**config.mk**
```make
export PLATFORM = sky130hd
export DESIGN_NAME = ttrng_conditioner
export DESIGN_NICKNAME = d
export VERILOG_FILES = /design/src/rtl/ttrng_conditioner.sv
export SDC_FILE = /design/constraint.sdc
export NUM_CORES = 1
export LEC_CHECK = 0
export CORE_UTILIZATION = 30
export DETAILED_ROUTE_END_ITERATION = 10
export PLACE_DENSITY_LB_ADDON = 0.12
export SLEW_MARGIN = 10
export SYNTH_ARGS = -nofsm -noshare
export SYNTH_HDL_FRONTEND = slang
export SYNTH_SLANG_ARGS = --single-unit
```
**constraint.sdc**
```tcl
create_clock -name clk -period 3.9 [get_ports clk]
set_clock_uncertainty 0.1 [all_clocks]
set_input_delay 0.78 -clock clk [delete_from_list [all_inputs] [get_ports clk]]
set_output_delay 0.78 -clock clk [all_outputs]
set_load 0.02 [all_outputs]
```
**src/rtl/ttrng_conditioner.sv**
```systemverilog
// ----------------------------------------------------------------------------
// ttrng_conditioner
//
// Purpose:
//   Conditions a raw ring-oscillator entropy bit into bytes for the ttrng
//   number input. The raw bit is synchronised, sampled on enabled cycles,
//   passed through one of four conditioning modes, and packed eight bits at
//   a time into a single-entry valid/ready output slot. A repetition-count
//   health test latches a sticky failure flag that stops byte production.
//
// Parameters:
//   REP_LIMIT   - run length of identical samples that trips the health
//                 test (2..255)
//
// Ports:
//   clk         - in   single clock, rising edge
//   rst_n       - in   asynchronous active-low reset
//   ena         - in   sampling enable; 0 freezes everything but the handshake
//   raw_bit     - in   asynchronous entropy bit
//   selector    - in   [1:0] mode: 00 raw, 01 von Neumann, 10 XOR-pair,
//                      11 LFSR test pattern
//   number      - out  [7:0] assembled byte, oldest bit in number[7]
//   valid       - out  number holds an untaken byte
//   ready       - in   consumer takes the byte on an edge with valid & ready
//   health_fail - out  sticky repetition-count failure
// ----------------------------------------------------------------------------
module ttrng_conditioner #(
    parameter int unsigned REP_LIMIT = 31
) (
    input  logic       clk,
    input  logic       rst_n,
    input  logic       ena,
    input  logic       raw_bit,
    input  logic [1:0] selector,
    output logic [7:0] number,
    output logic       valid,
    input  logic       ready,
    output logic       health_fail
);

    typedef enum logic {
        ST_FIRST  = 1'b0,
        ST_SECOND = 1'b1
    } pair_state_e;

    localparam logic [1:0] MODE_RAW  = 2'b00;
    localparam logic [1:0] MODE_VN   = 2'b01;
    localparam logic [1:0] MODE_XOR  = 2'b10;
    localparam logic [1:0] MODE_LFSR = 2'b11;

    localparam logic [3:0] COUNT_FULL = 4'd8;
    localparam logic [7:0] LFSR_SEED  = 8'h01;
    localparam logic [7:0] RUN_LIMIT  = 8'(REP_LIMIT);

    // Synchroniser (free-running; ena only gates the fill counter).
    logic        sync1_q, sync2_q;

    // Sampling and conditioning state.
    logic [1:0]  fill_q,   fill_d;
    pair_state_e state_q,  state_d;
    logic        a_q,      a_d;
    logic [1:0]  sel_q,    sel_d;
    logic [7:0]  lfsr_q,   lfsr_d;

    // Byte assembly.
    logic [7:0]  shift_q,  shift_d;
    logic [3:0]  count_q,  count_d;

    // Health test.
    logic [7:0]  run_q,    run_d;
    logic        prev_q,   prev_d;
    logic        fail_q,   fail_d;

    // Output slot.
    logic [7:0]  number_q, number_d;
    logic        valid_q,  valid_d;

    // Combinational helpers.
    logic        sample;
    logic        sample_en;
    logic        sel_chg;
    logic        take;
    logic        slot_free;
    logic        trip;
    logic        fail_now;
    logic        bit_vld;
    logic        bit_val;
    logic [7:0]  shift_next;

    // ------------------------------------------------------------------------
    // Two-flop synchroniser for the asynchronous raw bit.
    // ------------------------------------------------------------------------
    // NOTE: clocked state uses non-blocking (<=) so every flop samples the
    // pre-edge value of its neighbours; blocking here would collapse the two
    // synchroniser stages into one.
    always_ff @(posedge clk or negedge rst_n) begin
        if (!rst_n) begin
            sync1_q <= 1'b0;
            sync2_q <= 1'b0;
        end else begin
            sync1_q <= raw_bit;
            sync2_q <= sync1_q;
        end
    end

    assign sample = sync2_q;

    // ------------------------------------------------------------------------
    // Next-state logic for sampling, conditioning, assembly and output slot.
    // ------------------------------------------------------------------------
    always_comb begin
        // NOTE: every _d and helper gets its hold/idle value first so that no
        // path through the branches below leaves a signal unassigned, which
        // would otherwise infer a latch.
        fill_d     = fill_q;
        state_d    = state_q;
        a_d        = a_q;
        sel_d      = sel_q;
        lfsr_d     = lfsr_q;
        shift_d    = shift_q;
        count_d    = count_q;
        run_d      = run_q;
        prev_d     = prev_q;
        fail_d     = fail_q;
        number_d   = number_q;
        valid_d    = valid_q;
        trip       = 1'b0;
        bit_vld    = 1'b0;
        bit_val    = 1'b0;
        shift_next = {shift_q[6:0], 1'b0};

        // Handshake runs regardless of ena.
        take      = valid_q & ready;
        slot_free = ~valid_q | take;
        if (take) begin
            valid_d = 1'b0;
        end

        // The first two enabled cycles only fill the synchroniser.
        sample_en = ena && (fill_q == 2'd2);
        if (ena && (fill_q != 2'd2)) begin
            fill_d = fill_q + 2'd1;
        end

        // Mode changes are acted on at the next enabled edge so that ena=0
        // keeps the FSM and partial byte frozen.
        sel_chg = ena && (selector != sel_q);
        if (ena) begin
            sel_d = selector;
        end

        // Repetition-count health test; the LFSR mode is deterministic and
        // would trip it falsely, so it is excluded.
        if (sample_en && (selector != MODE_LFSR)) begin
            prev_d = sample;
            if ((run_q == 8'd0) || (sample != prev_q)) begin
                run_d = 8'd1;
            end else if (run_q != 8'hFF) begin
                run_d = run_q + 8'd1;
            end
            trip = (run_d == RUN_LIMIT);
        end
        fail_now = fail_q | trip;
        fail_d   = fail_now;

        // Conditioning: produce at most one candidate bit per sample.
        if (sel_chg) begin
            state_d = ST_FIRST;
        end else if (sample_en) begin
            unique case (selector)
                MODE_RAW: begin
                    bit_vld = 1'b1;
                    bit_val = sample;
                end
                MODE_VN, MODE_XOR: begin
                    if (state_q == ST_FIRST) begin
                        a_d     = sample;
                        state_d = ST_SECOND;
                    end else begin
                        state_d = ST_FIRST;
                        if (selector == MODE_VN) begin
                            bit_vld = (a_q != sample);
                            bit_val = a_q;
                        end else begin
                            bit_vld = 1'b1;
                            bit_val = a_q ^ sample;
                        end
                    end
                end
                MODE_LFSR: begin
                    bit_vld = 1'b1;
                    bit_val = lfsr_q[7];
                end
                default: begin
                    bit_vld = 1'b0;
                end
            endcase
        end

        shift_next = {shift_q[6:0], bit_val};

        // Byte assembly and slot loading.
        if (fail_now) begin
            // A failed source must not emit anything more; whatever is
            // already in the output slot still drains.
            count_d = 4'd0;
        end else if (count_q == COUNT_FULL) begin
            // A full byte is parked in shift_q; further bits are dropped
            // until the slot frees up.
            if (slot_free) begin
                number_d = shift_q;
                valid_d  = 1'b1;
                count_d  = 4'd0;
            end
        end else if (sel_chg) begin
            count_d = 4'd0;
        end else if (bit_vld) begin
            // The LFSR only steps when its bit actually lands in the byte,
            // so the test pattern is never skipped by back-pressure.
            if (selector == MODE_LFSR) begin
                lfsr_d = {lfsr_q[6:0], lfsr_q[7] ^ lfsr_q[5] ^ lfsr_q[4] ^ lfsr_q[3]};
            end
            shift_d = shift_next;
            if (count_q == 4'd7) begin
                if (slot_free) begin
                    number_d = shift_next;
                    valid_d  = 1'b1;
                    count_d  = 4'd0;
                end else begin
                    count_d = COUNT_FULL;
                end
            end else begin
                count_d = count_q + 4'd1;
            end
        end
    end

    // ------------------------------------------------------------------------
    // State registers.
    // ------------------------------------------------------------------------
    always_ff @(posedge clk or negedge rst_n) begin
        if (!rst_n) begin
            fill_q   <= 2'd0;
            state_q  <= ST_FIRST;
            a_q      <= 1'b0;
            sel_q    <= MODE_RAW;
            lfsr_q   <= LFSR_SEED;
            shift_q  <= 8'h00;
            count_q  <= 4'd0;
            run_q    <= 8'd0;
            prev_q   <= 1'b0;
            fail_q   <= 1'b0;
            number_q <= 8'h00;
            valid_q  <= 1'b0;
        end else begin
            fill_q   <= fill_d;
            state_q  <= state_d;
            a_q      <= a_d;
            sel_q    <= sel_d;
            lfsr_q   <= lfsr_d;
            shift_q  <= shift_d;
            count_q  <= count_d;
            run_q    <= run_d;
            prev_q   <= prev_d;
            fail_q   <= fail_d;
            number_q <= number_d;
            valid_q  <= valid_d;
        end
    end

    assign number      = number_q;
    assign valid       = valid_q;
    assign health_fail = fail_q;

endmodule

```
After elaboration in Yosys (flattened, before gate mapping)
Index checks and enable logic that the tools add are counted.
W data, S select, Z words.
{"block": "classes", "addsub": 3, "reduce_logical": 20, "n_bitwise": 12, "n_eq_ne": 15, "n_mux": 37}
{"op": "$mux W8", "count": 9}
{"op": "$mux W4", "count": 7}
{"op": "$mux W1", "count": 19}
{"op": "$reduce_and A5 Y1", "count": 2}
{"op": "$add A8 B1 Y8 const B", "count": 1}
{"op": "$eq A8 B5 Y1 const B", "count": 1}
{"op": "$logic_not A8 Y1", "count": 1}
{"op": "$ne A8 B8 Y1 const B", "count": 1}
{"op": "$reduce_and A4 Y1", "count": 2}
{"op": "$reduce_bool A2 Y1", "count": 4}
{"op": "$eq A2 B2 Y1 const B", "count": 3}
{"op": "$not A1 Y1", "count": 5}
{"op": "$add A4 B1 Y4 const B", "count": 1}
{"op": "$eq A4 B3 Y1 const B", "count": 1}
{"op": "$eq A4 B4 Y1 const B", "count": 1}
{"op": "$logic_and A1 B1 Y1", "count": 4}
{"op": "$ne A2 B2 Y1 const B", "count": 2}
{"op": "$reduce_and A2 Y1", "count": 2}
{"op": "$reduce_bool A4 Y1", "count": 1}
{"op": "$reduce_or A2 Y1", "count": 2}
{"op": "$xor A1 B1 Y1", "count": 4}
{"op": "$ne A3 B3 Y1 const B", "count": 1}
{"op": "$pmux W1 S3", "count": 1}
{"op": "$add A2 B1 Y2 const B", "count": 1}
{"op": "9 further kinds", "count": 11}
{"block": "word_totals", "inputBits": 7, "out_inout_bits": 10, "ff_bits": 47, "wordCells": 101}

Logic depth before layout (Yosys ltp)
Gate-level depths: netlist of the first run.
{"block": "logic_depth", "ltp_word": 10, "mapped_depth": 9, "ltp_nobuf": 8}

Worst setup path after synthesis of the first run
OpenSTA, ideal clock, no wires.
{"block": "synth_timing", "path_kind": "input to register", "from": "in selector[0]", "to": "reg lfsr_q[1]", "path_slack_ns": 0.923, "arrival_time_ns": 2.752, "required_ns": 3.675, "setup_ns": 0.125, "n_path_buf": 0, "cell_stages": 8, "path_cell_list": "inv_1 > ha_1 > nor2b_1 > a311o_1 > a31oi_1 > nand2_1 > nor3b_2 > mux2_2"}
{"block": "synth_via", "elab_chain_cells": 7, "word_cells_on_any_way": 20}
{"item": "from (decl)", "line_no": "34", "text": "input logic [1:0] selector,"}
{"item": "$eq A2 B1 Y1", "line_no": "170, 181"}
{"item": "$mux W1", "line_no": "181", "text": "if (selector == MODE_VN) begin"}
{"item": "$mux W1", "line_no": "176", "text": "if (state_q == ST_FIRST) begin"}
{"item": "$pmux W1 S2", "line_no": "170", "text": "unique case (selector)"}
{"item": "$mux W1", "line_no": "169", "text": "end else if (sample_en) begin"}
{"item": "$mux W1", "line_no": "167", "text": "if (sel_chg) begin"}
{"item": "$reduce_and A5 Y1 (no source line) (*)"}
{"item": "to (signal assigned)", "line_no": "260", "text": "lfsr_q <= lfsr_d;"}
{"item": "to (decl)", "line_no": "63", "text": "logic [7:0] lfsr_q, lfsr_d;"}
Mark *: on every way between the ends. The rest lies on a longest branch, timed or not.
A chain may end at the register's enable or synchronous reset.

Worst setup path in the final report of the first run
{"block": "layout_timing", "from": "in selector[0]", "to": "reg number_q[0], in the netlist number[0]"}
{"block": "layout_via", "elab_chain_cells": 10, "word_cells_on_any_way": 30}
{"item": "$eq A2 B1 Y1", "line_no": "170, 181"}
{"item": "$mux W1", "line_no": "181"}
{"item": "$mux W1", "line_no": "176"}
{"item": "$pmux W1 S3", "line_no": "170"}
{"item": "$mux W1", "line_no": "169"}
{"item": "$mux W8", "line_no": "225", "text": "if (slot_free) begin"}
{"item": "$mux W8", "line_no": "224", "text": "if (count_q == 4'd7) begin"}
{"item": "$mux W8", "line_no": "217", "text": "end else if (bit_vld) begin"}
{"item": "$mux W8", "line_no": "215", "text": "end else if (sel_chg) begin"}
{"item": "$mux W8", "line_no": "207", "text": "end else if (count_q == COUNT_FULL) begin"}
{"item": "to (signal assigned)", "line_no": "266", "text": "number_q <= number_d;"}
{"item": "to (decl)", "line_no": "75", "text": "logic [7:0] number_q, number_d;"}
Several ways; a longest one is shown, not always the timed one. The select of a mux whose other input is x is not followed.

==> results of run 1 <==
registers in the layout, indices dropped and copies added (netlist names), 2 cells and up:
| name | cells |
|---|---|
| sel_q | 2 |
| shift_q | 8 |
| run_q | 8 |
| fill_q | 2 |
| lfsr_q | 8 |
| count_q | 4 |
| number | 8 |
area by class of cell:
class	count	area [um^2]	share of cell area
multi-input cells	175	1274	0.4397
flip-flops and latches	47	1177	0.4065
repair buffers	19	177.7	0.06134
well taps	105	131.4	0.04536
clock buffers	6	72.57	0.02505
clock inverters	2	37.54	0.01296
inverters	7	26.28	0.009071
report_power, final:
part	switching, mW	internal (mW)
sequential	0.0859	0.563
combinational	0.198	0.175
clock	0.168	0.191
total	0.452	0.929
through the flow:
stage,cells,utilization
final,361,0.3543
after floorplan,237,-
after global placement,353,0.3408
after detailed placement,353,0.3408
after global routing,361,0.3543
after CTS,361,0.3543
routing by layer:
metal | vias up | track usage | wire length, um
li1 | 869 | - | -
met2 | 17 | 0.1825 | 2119
met1 | 817 | 0.1826 | 2585
met3 | 4 | 0.02913 | 88
met5 | - | 0 | 0
met4 | 0 | 0.03462 | 50
logic make-up (layout without fill, tap and decap cells):
kind of cell	count (synthesis)	count (layout)	share of synthesized area
AOI/OAI and AO/OA	42	42	0.1099
xor gates and xnor gates	11	11	0.03810
adders and majority gates	8	8	0.03959
buffers and inverters	15	34	0.03068
DFF	47	47	0.4656
muxes	29	29	0.1405
and+or+nand+nor	85	85	0.1757
synthesized netlist by cell type (2+ instances only):
cell | count | area [um^2]
a21oi_1 | 16 | 80.08
a31oi_1 | 2 | 12.51
and2_1 | 2 | 12.51
and3b_1 | 2 | 17.52
buf_2 | 2 | 10.01
buf_6 | 2 | 22.52
clkbuf_1 | 2 | 7.510
dfrtp_1 | 46 | 1151
ha_1 | 8 | 100.1
inv_1 | 7 | 26.28
mux2_2 | 20 | 225.2
mux2_4 | 8 | 120.1
nand2_1 | 39 | 146.4
nand2b_1 | 5 | 31.28
nand3_1 | 6 | 30.03
nand3b_1 | 2 | 15.01
nand4_1 | 2 | 12.51
nor2_1 | 7 | 26.28
nor2b_1 | 3 | 18.77
nor3_1 | 3 | 15.01
o21ai_0 | 10 | 50.05
o31ai_1 | 2 | 15.01
or2_2 | 2 | 12.51
xnor2_1 | 7 | 61.31
xor2_1 | 4 | 35.03
path summary, 6_finish.rpt:
kind                             end  slack [ns]  depth (start not counted)
max                        number[0]        0.54                          9
min                           sample        0.25                          0
max reg2reg                number[0]        0.99                          6
min reg2reg                   sample        0.25                          0
max in group asynchronous    state_q        2.59                          2
min in group asynchronous  number[3]        0.36                          1
==> impl_results.md, run 1 <==
* Worst r2r src: run_q[4]
* Via Count at 1707
* Num CTS Buffers at 5
* Post-synth ARST share at 1.000
* ANT cells at 0
* Startpoint Class: input pin
* VDD IR-drop max at 0.1573 mV
* Power per cell area at 476.6 nW/um^2
* Sink Count at 47
* Pwr Total at 1.381 mW
* Iteration-0 DRC Markers at 126
* Hold-fix buffers, CTS at 0
* CP max FO at 8
* Setup Fix Bufs, Post-CTS at 0
* Final hold violation count at 0
* Max incr delay on CP at 0.55 ns
* Commonest non-fill, non-tap cell in the layout: dfrtp_1
* Die W at 93.81 um
* DRT Pass-1 Iters at 7
* First-pass GRT wire length at between 8000 and 9000 um
* Synth warnings at 0
* Remaining global-route overflow at 0
* Top FF cell, synth: dfrtp_1
* Crit. End Element: register
* # H-tree levels at 2
* Layout Area Growth over Synthesis at 14.55%
* Hold WS at 0.2529 ns
* Status: finished with violations
* Total GRT Usage at 0.1249
* CP bufs+invs at 2
* Worst-margin pin slew at between 0.6 and 0.7 ns
* Routed len/inst at ~13 um
* Drt total wl at 4844 um
* Core Area at 8175 um^2
* Post-place setup slack at roughly 0.26 ns
* CTS tree: built
* DRC violations left at 2
* Critical path required time at 3.99 ns
* Fraction of layout cells with a size suffix above 1 at 0.1953
* Most frequent cells in the layout: dfrtp_1, nand2_1, mux2_2
* Post-synth EDFFs at 0
* Synth Net Count at 252
* ANT nets after route at 0
* Clock buffer depth at 2
* Leakage at around 1.3 nW
* Die H at around 94 um
* IO Port Bufs at 16
* Final HPWL DP at ~3400 um
* Root Buffer Master: clkbuf_8
* Reg clk slew, reported paths at 0.09 ns
* Top-Level Pins at 17
* Failing checks: design-rule violations
* HP Class: reg2reg
* Clk Latency, worst-skew pair at 0.30 ns
* # rows at 33
* Largest net degree at the start of global routing at 26
* Area after DPL at about 2800 um^2
* Initial antenna violation count at 0
* Final setup fails at 0
* Crit Path Category: in2reg
* Setup TNS at 0 ns
* RSZ-0062 raised after global routing: no
* CP arrival at 3.45 ns
* Final min period at 3.362 ns
* Routability cong. at 0.7649
* Critical Path Source: selector[0]
* Final #Nets at 270
* Crit path max-delay family: simple AND/OR/NAND/NOR gates
* Crit-path cells: clkdlybuf4s50_1 > inv_1 > ha_1 > nor2b_1 > a311o_1 > nor3_1 > a21oi_1 > or3_4 > mux2_4
* Max Slew Vio Count at 0
* Die ar. at a little under 9000 um^2
* Seq/Total Area, Yosys at 0.4656
* Slowest CP cell: clkdlybuf4s50_1
* Post-Syn Area at between 2000 and 3000 um^2
* Final WS setup at 0.5377 ns
* Worst hold start: sync1_q
* Tcrit/Tclk final at 0.8621
* CTS resizes at 0
* Max cap viols at 0
* Layout fillers at 854
* FMAX at roughly 300 MHz
* Post-route cell area at 2897 um^2
* Starting density of the core at 0.3093
* Vias in the first global route at 1636
* Syn Inst Count at 237
* DR vias/cell at between 4 and 5
* Yosys cell types at 53
* Synthesized area per cell at 10.67 um^2
* Yosys reg bits at 47
* Slew headroom at 0.5577
Note: power is estimated with default switching activity, not from simulation.
==> run 2, diff against run 1 <==
--- a/config.mk
+++ b/config.mk
@@ -5,7 +5,7 @@
 export SDC_FILE = /design/constraint.sdc
 export NUM_CORES = 1
 export LEC_CHECK = 0
-export CORE_UTILIZATION = 30
+export CORE_UTILIZATION = 58
 export DETAILED_ROUTE_END_ITERATION = 10
 export PLACE_DENSITY_LB_ADDON = 0.12
 export SLEW_MARGIN = 10
==> impl_results.md, run 2 (synthesized netlist as in run 1, its figures left out) <==
* Power per cell area at 470.9 nW/um^2 (-1.2%)
* DRT Pass-1 Iters at 4 (-3)
* R2r setup slk at 0.99 ns (about the same)
* CTS resizes at 0 (unchanged)
* Area after DPL at 2710 um^2 (-2.7%)
* VDD IR-drop max at 0.3743 mV (+140%)
* Top-Level Pins at 17 (unchanged)
* Startpoint Class: input pin
* Final hold violation count at 0 (unchanged)
* Crit Path Category: in2reg
* Status: complete, no violations
* Post-route cell area at 2809 um^2 (-3.0%)
* First-pass GRT wire length at 7431 um (-13%)
* Final #Nets at 269 (-0.37%)
* Commonest non-fill, non-tap cell in the layout: dfrtp_1
* Max cap viols at 0 (unchanged)
* Setup TNS at 0 ns (unchanged)
* Clock buffer depth at 2 (unchanged)
* Drt total wl at 4338 um (-10%)
* Max Slew Vio Count at 0 (unchanged)
* Most frequent cells in the layout: dfrtp_1, nand2_1, mux2_2
* Iteration-0 DRC Markers at 86 (-32%)
* Sink Count at 47 (unchanged)
* Setup Fix Bufs, Post-CTS at 0 (unchanged)
* Fin util at 0.6874 (+0.3331)
* Max incr delay on CP at 0.56 ns (about the same)
* DR vias/cell at 5.695 (+20%)
* Root Buffer Master: clkbuf_8
* Routability cong. at 0.8397 (+9.8%)
* Hold-fix buffers, CTS at 0 (unchanged)
* Remaining global-route overflow at 0 (unchanged)
* Leakage at 1.323 nW (-0.66%)
* Crit path max-delay family: simple AND/OR/NAND/NOR gates
* Post-Place Cells at 297 (-16%)
* Largest net degree at the start of global routing at 48 (+85%)
* Non-Filler Instances at 305 (-16%)
* Via Count at 1737 (+1.8%)
* Die ar. at 4628 um^2 (-47%)
* Tcrit/Tclk final at 0.8414 (-0.02073)
* Fraction of layout cells with a size suffix above 1 at 0.1961 (+0.0007659)
* ANT nets after route at 0 (unchanged)
* Die W at 68.03 um (-27%)
* # H-tree levels at 2 (unchanged)
* CTS tree: built
* Starting density of the core at 0.6188 (+0.3095)
* Final HPWL DP at 3044 um (-11%)
* Crit-path cells: clkdlybuf4s50_1 > inv_1 > ha_1 > nor2b_1 > a311o_1 > nor3_1 > a21oi_1 > or3_4 > mux2_4
* Vias in the first global route at 1657 (+1.3%)
* CP arrival at 3.37 ns (-0.08 ns)
* IO Port Bufs at 16 (unchanged)
* Core Area at 4086 um^2 (-50%)
* RSZ-0062 raised after global routing: no
* Final setup fails at 0 (unchanged)
* Final min period at 3.281 ns (-0.08085 ns)
* Slew headroom at 0.3290 (-0.2288)
* Clk Latency, worst-skew pair at 0.30 ns (about the same)
* Final WS setup at 0.6186 ns (+0.08085 ns)
* CP max FO at 8 (unchanged)
* CP bufs+invs at 2 (unchanged)
* Worst-margin pin slew at 1.007 ns (+0.3456 ns)
* Crit. End Element: register
* Die H at 68.03 um (-27%)
* Num CTS Buffers at 5 (unchanged)
* Total GRT Usage at 0.2213 (+0.09638)
* FMAX at 304.7 MHz (+2.5%)
* Layout Area Growth over Synthesis at 11.08%
* Routed len/inst at 14.22 um (+6.0%)
* DRC violations left at 0 (-2)
* Initial antenna violation count at 0 (unchanged)
* Slowest CP cell: clkdlybuf4s50_1
* Reg clk slew, reported paths at 0.09 ns (about the same)
* Critical path required time at 3.99 ns (about the same)
* ANT cells at 0 (unchanged)
* # rows at 23 (-30%)
* Post-place setup slack at 0.3108 ns (+0.04725 ns)
* HP Class: reg2reg
[run 2: changes by cell type in the layout (fill, tap and decap cells not counted)]
| cell | previous run | this run |
|---|---|---|
| clkbuf_8 | 5 | 6 |
| clkinv_4 | 0 | 1 |
| bufinv_16 | 1 | 0 |
| clkbuf_1 | 1 | 0 |
| buf_4 | 3 | 2 |
[run 2: per-layer routing]
metal | global-route usage | wire length [um]
met5 | 0 | 0
met4 | 0.1094 | 84
met3 | 0.05500 | 158
met2 | 0.3395 | 2001
met1 | 0.2905 | 2093
[run 2: path summary, 6_finish.rpt]
kind,startpoint,to,depth (start not counted)
worst max-delay path,selector[0],number[0],9
worst min-delay path,sync1_q,sample,0
worst max register to register,run_q[4],number[0],6
worst min register to register,sync1_q,sample,0
max in group asynchronous,rst_n,sel_q[0],1
min in group asynchronous,rst_n,run_q[3],1
[run 2: per-stage QoR]
step	power, mW	hold slack, ns
after floorplan	0.9253	0.2312
after global routing	1.419	0.2801
after detailed placement	1.025	0.2347
final	1.323	0.2525
after global placement	1.012	0.2338
after CTS	1.335	0.2539
[run 2: final cells by class]
| cell class | instances | area [um^2] |
|---|---|---|
| fill | 322 | 1277 |
| multi-input combinational | 175 | 1274 |
| sequential | 47 | 1177 |
| timing repair buffer | 18 | 170.2 |
| clock buffer | 6 | 82.58 |
| tap | 50 | 62.56 |
| inverter | 7 | 26.28 |
| clock inverter | 2 | 16.27 |
[run 2: report_power, final]
| part | switching (mW) | total (mW) | internal, mW |
|---|---|---|---|
| clock network | 0.163 | 0.308 | 0.145 |
| logic | 0.193 | 0.365 | 0.172 |
| registers | 0.0873 | 0.650 | 0.563 |
| total | 0.443 | 1.32 | 0.880 |
[run 2: worst register-to-register path: stages (launching register included)]
cell and delay [ns]:
dfrtp_1 0.51, or4_4 0.61, o311ai_4 0.34, nor4_1 0.10, a41o_2 0.31, or3_4 0.50
mux2_4 0.33
==> variant 1: new RTL, flow settings as in run 2 <==
Take the reset off `shift_q` and load it in a clocked block of its own.
--- a/src/rtl/ttrng_conditioner.sv
+++ b/src/rtl/ttrng_conditioner.sv
@@ -246,5 +246,4 @@
             sel_q    <= MODE_RAW;
             lfsr_q   <= LFSR_SEED;
-            shift_q  <= 8'h00;
             count_q  <= 4'd0;
             run_q    <= 8'd0;
@@ -259,5 +258,4 @@
             sel_q    <= sel_d;
             lfsr_q   <= lfsr_d;
-            shift_q  <= shift_d;
             count_q  <= count_d;
             run_q    <= run_d;
@@ -269,4 +267,8 @@
     end
 
+    always_ff @(posedge clk) begin
+        shift_q <= shift_d;
+    end
+
     assign number      = number_q;
     assign valid       = valid_q;
Formal check against the unedited RTL: no difference found for any inputs over 10 cycles, from zero or initial values and one cycle with rst_n low; that may be too few to reach the edited logic, so the function may still have changed.
==> variant 1 against run 2 <==
Final area fell by 2.2%. Critical path type unchanged. Sequential cell count unchanged. Critical path depth fell by 1. Synthesized area fell by 1.9%. Wire length decreased by 2.1%. Setup slack improved by 10 ps. Highest routed layer unchanged. Total power shrank 18%. Critical endpoint unchanged.
==> variant 1: results (changes against run 2) <==
HOLD_CLASS='reg2reg'  # unchanged
CTS_BUFFER_DEPTH=2  # unchanged
CLK_ROOT_BUFFER_CELL='clkbuf_8'  # unchanged
POSTCTSSETUPBUFFERS=0  # unchanged
DETAILEDPLACE.WORSTSLACK_PS=298  # was 311 ps
NUM-FILL-CELLS=304  # was 322
GP_CONGESTION=0.891  # was 0.840
FIRST_PASS_ITERS=4  # unchanged
WORST-ENDPOINT-REQUIRED_PS=3990  # about the same
CTS_MADE_BUFFERS=5  # unchanged
MAX_FO_CRITICAL_PATH=8  # unchanged
DRT_ITER0_MARKERS=98  # was 86
SWITCHING_SHARE_PCT=30.6  # was 33.5%
FIRST_GLOBAL_VIAS=1605  # was 1657
YOSYS_MOST_USED_DFF='dfrtp_1'  # unchanged
TOTALWIRELENGTH_UM=4250  # was 4340 µm
RESULT_OF_THE_RUN='complete, no violations'  # unchanged
GLOBAL_ROUTE_WIRE_LENGTH_BEFORE_REPAIR_UM=7320  # was 7430 µm
NUMPORTBUFFERS=16  # unchanged
SYNTH.AREA.TOP_CELLS='dfrtp_1 38%, edfxtp_1 9.7%, nand2_1 7.6%, mux2_2 5.0%, mux2_4 4.8%'  # was dfrtp_1 46%, mux2_2 8.9%, nand2_1 5.8%, mux2_4 4.8%, ha_1 4.0%
GRT_USAGE_PCT=22.4  # was 22.1%
CTS.REPORTEDPATHS.CLKPINSLEW_PS=90  # about the same
MAPPEDNETLISTNETS=249  # was 252
DRIVE_GT1_SHARE_PCT=16.7  # was 19.6%
CTS_HTREE_LEVELS=2  # unchanged
YS_ASYNC_SR_FRACTION_PCT=83.0  # was 100%
DP.FINAL_HPWL_UM=3040  # about the same
IRDROPWORSTVDD_mV=0.244  # was 0.374 mV
YOSYSWARNINGCOUNT=0  # unchanged
CTS_REPAIR_RESIZED_INSTS=0  # unchanged
ANTENNADIODECOUNT=0  # unchanged
POST_DRT_VIA_CELL_RATIO=5.58  # was 5.70
CLOCK_INSERTION_DELAY_WORST_SKEW_PS=300  # about the same
POWER.STATIC_LEAKAGE_nW=1.21  # was 1.32 nW
TIGHTESTPINTRANSITION_PS=856  # was 1010 ps
POST_SYNTH_CELL_TYPES=46  # was 53
SYNTH_EDF_COUNT=8  # was 0
SYNTH.YOSYS.SEQ_AREA_SHARE_PCT=49.1  # was 46.6%
ANTENNA_FOUND_INITIAL=0  # unchanged
PIN_COUNT_OF_THE_BIGGEST_NET_ENTERING_GLOBAL_ROUTING=40  # was 48
NETLIST_TOP_CELLS_COUNT='50 x nand2_1, 38 x dfrtp_1, 11 x inv_1, 11 x mux2_2'  # was 46 x dfrtp_1, 39 x nand2_1, 20 x mux2_2, 16 x a21oi_1, 10 x o21ai_0
NETS=266  # was 269
## variant 1: cell types whose count changed after synthesis, moves of 3 or more
cell             run 2  this run
mux2_2              20        11
nand2b_1             5         1
nor3_1               3         6
nand2_1             39        50
nor2_1               7        10
edfxtp_1             0         8
xnor2_1              7        10
a21oi_1             16        10
inv_1                7        11
dfrtp_1             46        38
## variant 1: path summary, 6_finish.rpt
path	start	end	slack, ps	cells after the start
max	selector[0]	number[0]	630	8
min	sync1_q	sample	260	0
max reg2reg	run_q[0]	number[0]	1070	6
min reg2reg	sync1_q	sample	260	0
max in group asynchronous	rst_n	count_q[0]	2680	1
min in group asynchronous	rst_n	lfsr_q[1]	480	1
## variant 1: power groups by stage
stage | sequential (mW) | clock [mW] | combinational, mW
floorplan | 0.570 | 0 | 0.179
global placement | 0.585 | 0 | 0.213
detailed placement | 0.585 | 0 | 0.218
CTS | 0.575 | 0.296 | 0.218
global route | 0.583 | 0.322 | 0.249
finish | 0.576 | 0.286 | 0.218
## variant 1: area by class of cell
cell class                      count  area (µm²)  share of cell area, %
Multi-Input combinational cell    168        1170                   42.5
Inverter                           11        41.3                   1.50
Tap cell                           50        62.6                   2.28
Clock buffer                        5        68.8                   2.50
Timing Repair Buffer               18         170                   6.19
Sequential cell                    47        1220                   44.3
Clock inverter                      3        20.0                  0.729
## variant 1: routing by layer
layer  track usage (%)  share of wire (%)  wire, µm  vias up
met5                 0                  0         0        -
met4              9.57                1.9        80        0
met3              6.08                3.5       149       10
met2              35.3                 46      1940       38
met1              28.9                 49      2080      796
li1                  -                  -         -      841
## variant 1: cell families (layout without fill, tap and decap cells)
logic type / count (synthesis) / after routing / synth area share, %
flops: 47 / 47 / 49.1
compound gates: 35 / 35 / 10.4
buf+inv: 19 / 37 / 3.88
xor+xnor: 14 / 14 / 4.94
mux: 20 / 20 / 10.2
fa+ha+maj: 8 / 8 / 4.03
simple gates: 91 / 91 / 17.4
## variant 1: critical path, stage by stage
cell	delay (ps)
clkdlybuf4s50_1	500
ha_1	280
nand3b_1	260
nor3_1	230
nand3_2	120
o41ai_4	370
or3_1	480
mux2_4	340
## variant 1: through the flow
step / total power [mW] / cells / instance area [µm²] / hold WS, ps / utilization, %
after floorplan: 0.749 / 234 / 2480 / 231 / -
after global placement: 0.798 / 294 / 2660 / 241 / 65.5
after detailed placement: 0.802 / 294 / 2660 / 245 / 65.5
after CTS: 1.09 / 302 / 2750 / 264 / 67.7
after global routing: 1.15 / 302 / 2750 / 271 / 67.7
final: 1.08 / 302 / 2750 / 261 / 67.7
==> variant 2: new RTL, settings of run 2 <==
Without the edit above. The parameter `REP_LIMIT` goes from 31 to 16.
--- a/src/rtl/ttrng_conditioner.sv
+++ b/src/rtl/ttrng_conditioner.sv
@@ -26,5 +26,5 @@
 // ----------------------------------------------------------------------------
 module ttrng_conditioner #(
-    parameter int unsigned REP_LIMIT = 31
+    parameter int unsigned REP_LIMIT = 16
 ) (
     input  logic       clk,
Check against the original RTL: no difference found for any inputs over 10 cycles, from zero or initial values and one cycle with rst_n low; that may be too few to reach the edited logic, so the function may still have changed.
==> variant 2 against run 2 <==
Critical endpoint is now lfsr_q[1]. Critical path type unchanged. Highest routed layer unchanged. Synthesized area shrank 3.5%. Sequential cell count is the same. Final area shrank 3.7%. Wire length grew 4.7%. Total power shrank 17%. Setup slack lost 53 ps. Combinational power shrank 34%.
==> variant 2: results (changes against run 2) <==
GRT_USE_MET2_PCT=36.5  # was 33.9%
AREA_USED_BY_MULTI_INPUT_COMBINATIONAL_LOGIC_UM2=1180  # was 1270 µm²
POST_DETAILED_PLACEMENT_CELL_AREA_UM2=2630  # was 2710 µm²
POST_SYNTH_CELL_TYPES=42  # was 53
GRT_USAGE_PCT=23.7  # was 22.1%
SYNTH.YOSYS.SEQ_AREA_SHARE_PCT=48.3  # was 46.6%
SYNTH-COMPOUND-AREA-SHARE_PCT=10.2  # was 11.0%
SEQ_CELLS=47  # unchanged
BUF_SHARE_PCT=6.01  # was 6.06%
SWITCHING_SHARE_PCT=30.8  # was 33.5%
RESULT_OF_THE_RUN='complete, no violations'  # unchanged
POWER.STATIC_LEAKAGE_nW=1.25  # was 1.32 nW
POST_SYNTH_MUX_AREA_SHARE_PCT=16.9  # was 14.1%
NETLIST_TOP_CELLS_COUNT='46 x dfrtp_1, 34 x mux2_2, 20 x nand2_1, 13 x nor2_1, 13 x o21ai_0'  # was 46 x dfrtp_1, 39 x nand2_1, 20 x mux2_2, 16 x a21oi_1, 10 x o21ai_0
MAX-SLEW-MARGIN-REL_PCT=33.0  # was 32.9%
YOSYS.AREA_SHARE.XOR_XNOR_PCT=3.95  # was 3.81%
IRDROPWORSTVDD_mV=0.280  # was 0.374 mV
ROUTE.LAYER.MET1.WL_UM=2170  # was 2090 µm
DETAILROUTE.WIRELENGTH.MET2_UM=2130  # was 2000 µm
SYNTH.AREA.TOP_CELLS='dfrtp_1 47%, mux2_2 16%, ha_1 4.1%, nand2_1 3.1%, xnor2_1 2.9%'  # was dfrtp_1 46%, mux2_2 8.9%, nand2_1 5.8%, mux2_4 4.8%, ha_1 4.0%
DETAILEDPLACE.WORSTSLACK_PS=317  # was 311 ps
NCLKBUFFERS=7  # was 6
NUM-FILL-CELLS=317  # was 322
ROUTED_VIA_COUNT=1677  # was 1737
CRITPATHARRIVALTIME_PS=3410  # was 3370 ps
INVERTERS_EXCL_CLOCK=11  # was 7
POSTSYNTHCELLCOUNT=220  # was 237
FINALPOWER_mW=1.09  # was 1.32 mW
SEQUENTIALPOWER_mW=0.575  # was 0.650 mW
TOTALWIRELENGTH_UM=4540  # was 4340 µm
FINAL.SIGNAL_BUFFER_COUNT=17  # was 18
MET3_USAGE_PCT=5.48  # was 5.50%
GP_CONGESTION=0.811  # was 0.840
GLOBAL_ROUTE_WIRE_LENGTH_BEFORE_REPAIR_UM=7740  # was 7430 µm
[variant 2: cell count changes after synthesis, moves of 4 or more]
| cell | run 2 | this run |
|---|---|---|
| nand2_1 | 39 | 20 |
| mux2_4 | 8 | 0 |
| a21oi_1 | 16 | 6 |
| nor2_1 | 7 | 13 |
| mux2_2 | 20 | 34 |
| inv_1 | 7 | 11 |
[variant 2: worst max-delay path: stages]
cell and delay (ps):
clkdlybuf4s50_1 540, inv_1 90, ha_1 190, inv_1 50
o21ai_0 80, a21o_1 230, nor3b_1 580, nand3b_1 470
mux2_2 400
[variant 2: worst paths after layout]
kind                        startpoint        end  slack [ps]  depth (start not counted)
hold reg to reg                sync1_q     sample         250                          0
setup reg to reg              run_q[0]  number[6]         970                          8
hold / removal                 sync1_q     sample         250                          0
max in group asynchronous        rst_n  number[5]        2530                          1
setup / recovery           selector[1]  lfsr_q[1]         570                          9
min in group asynchronous        rst_n   run_q[0]         550                          1
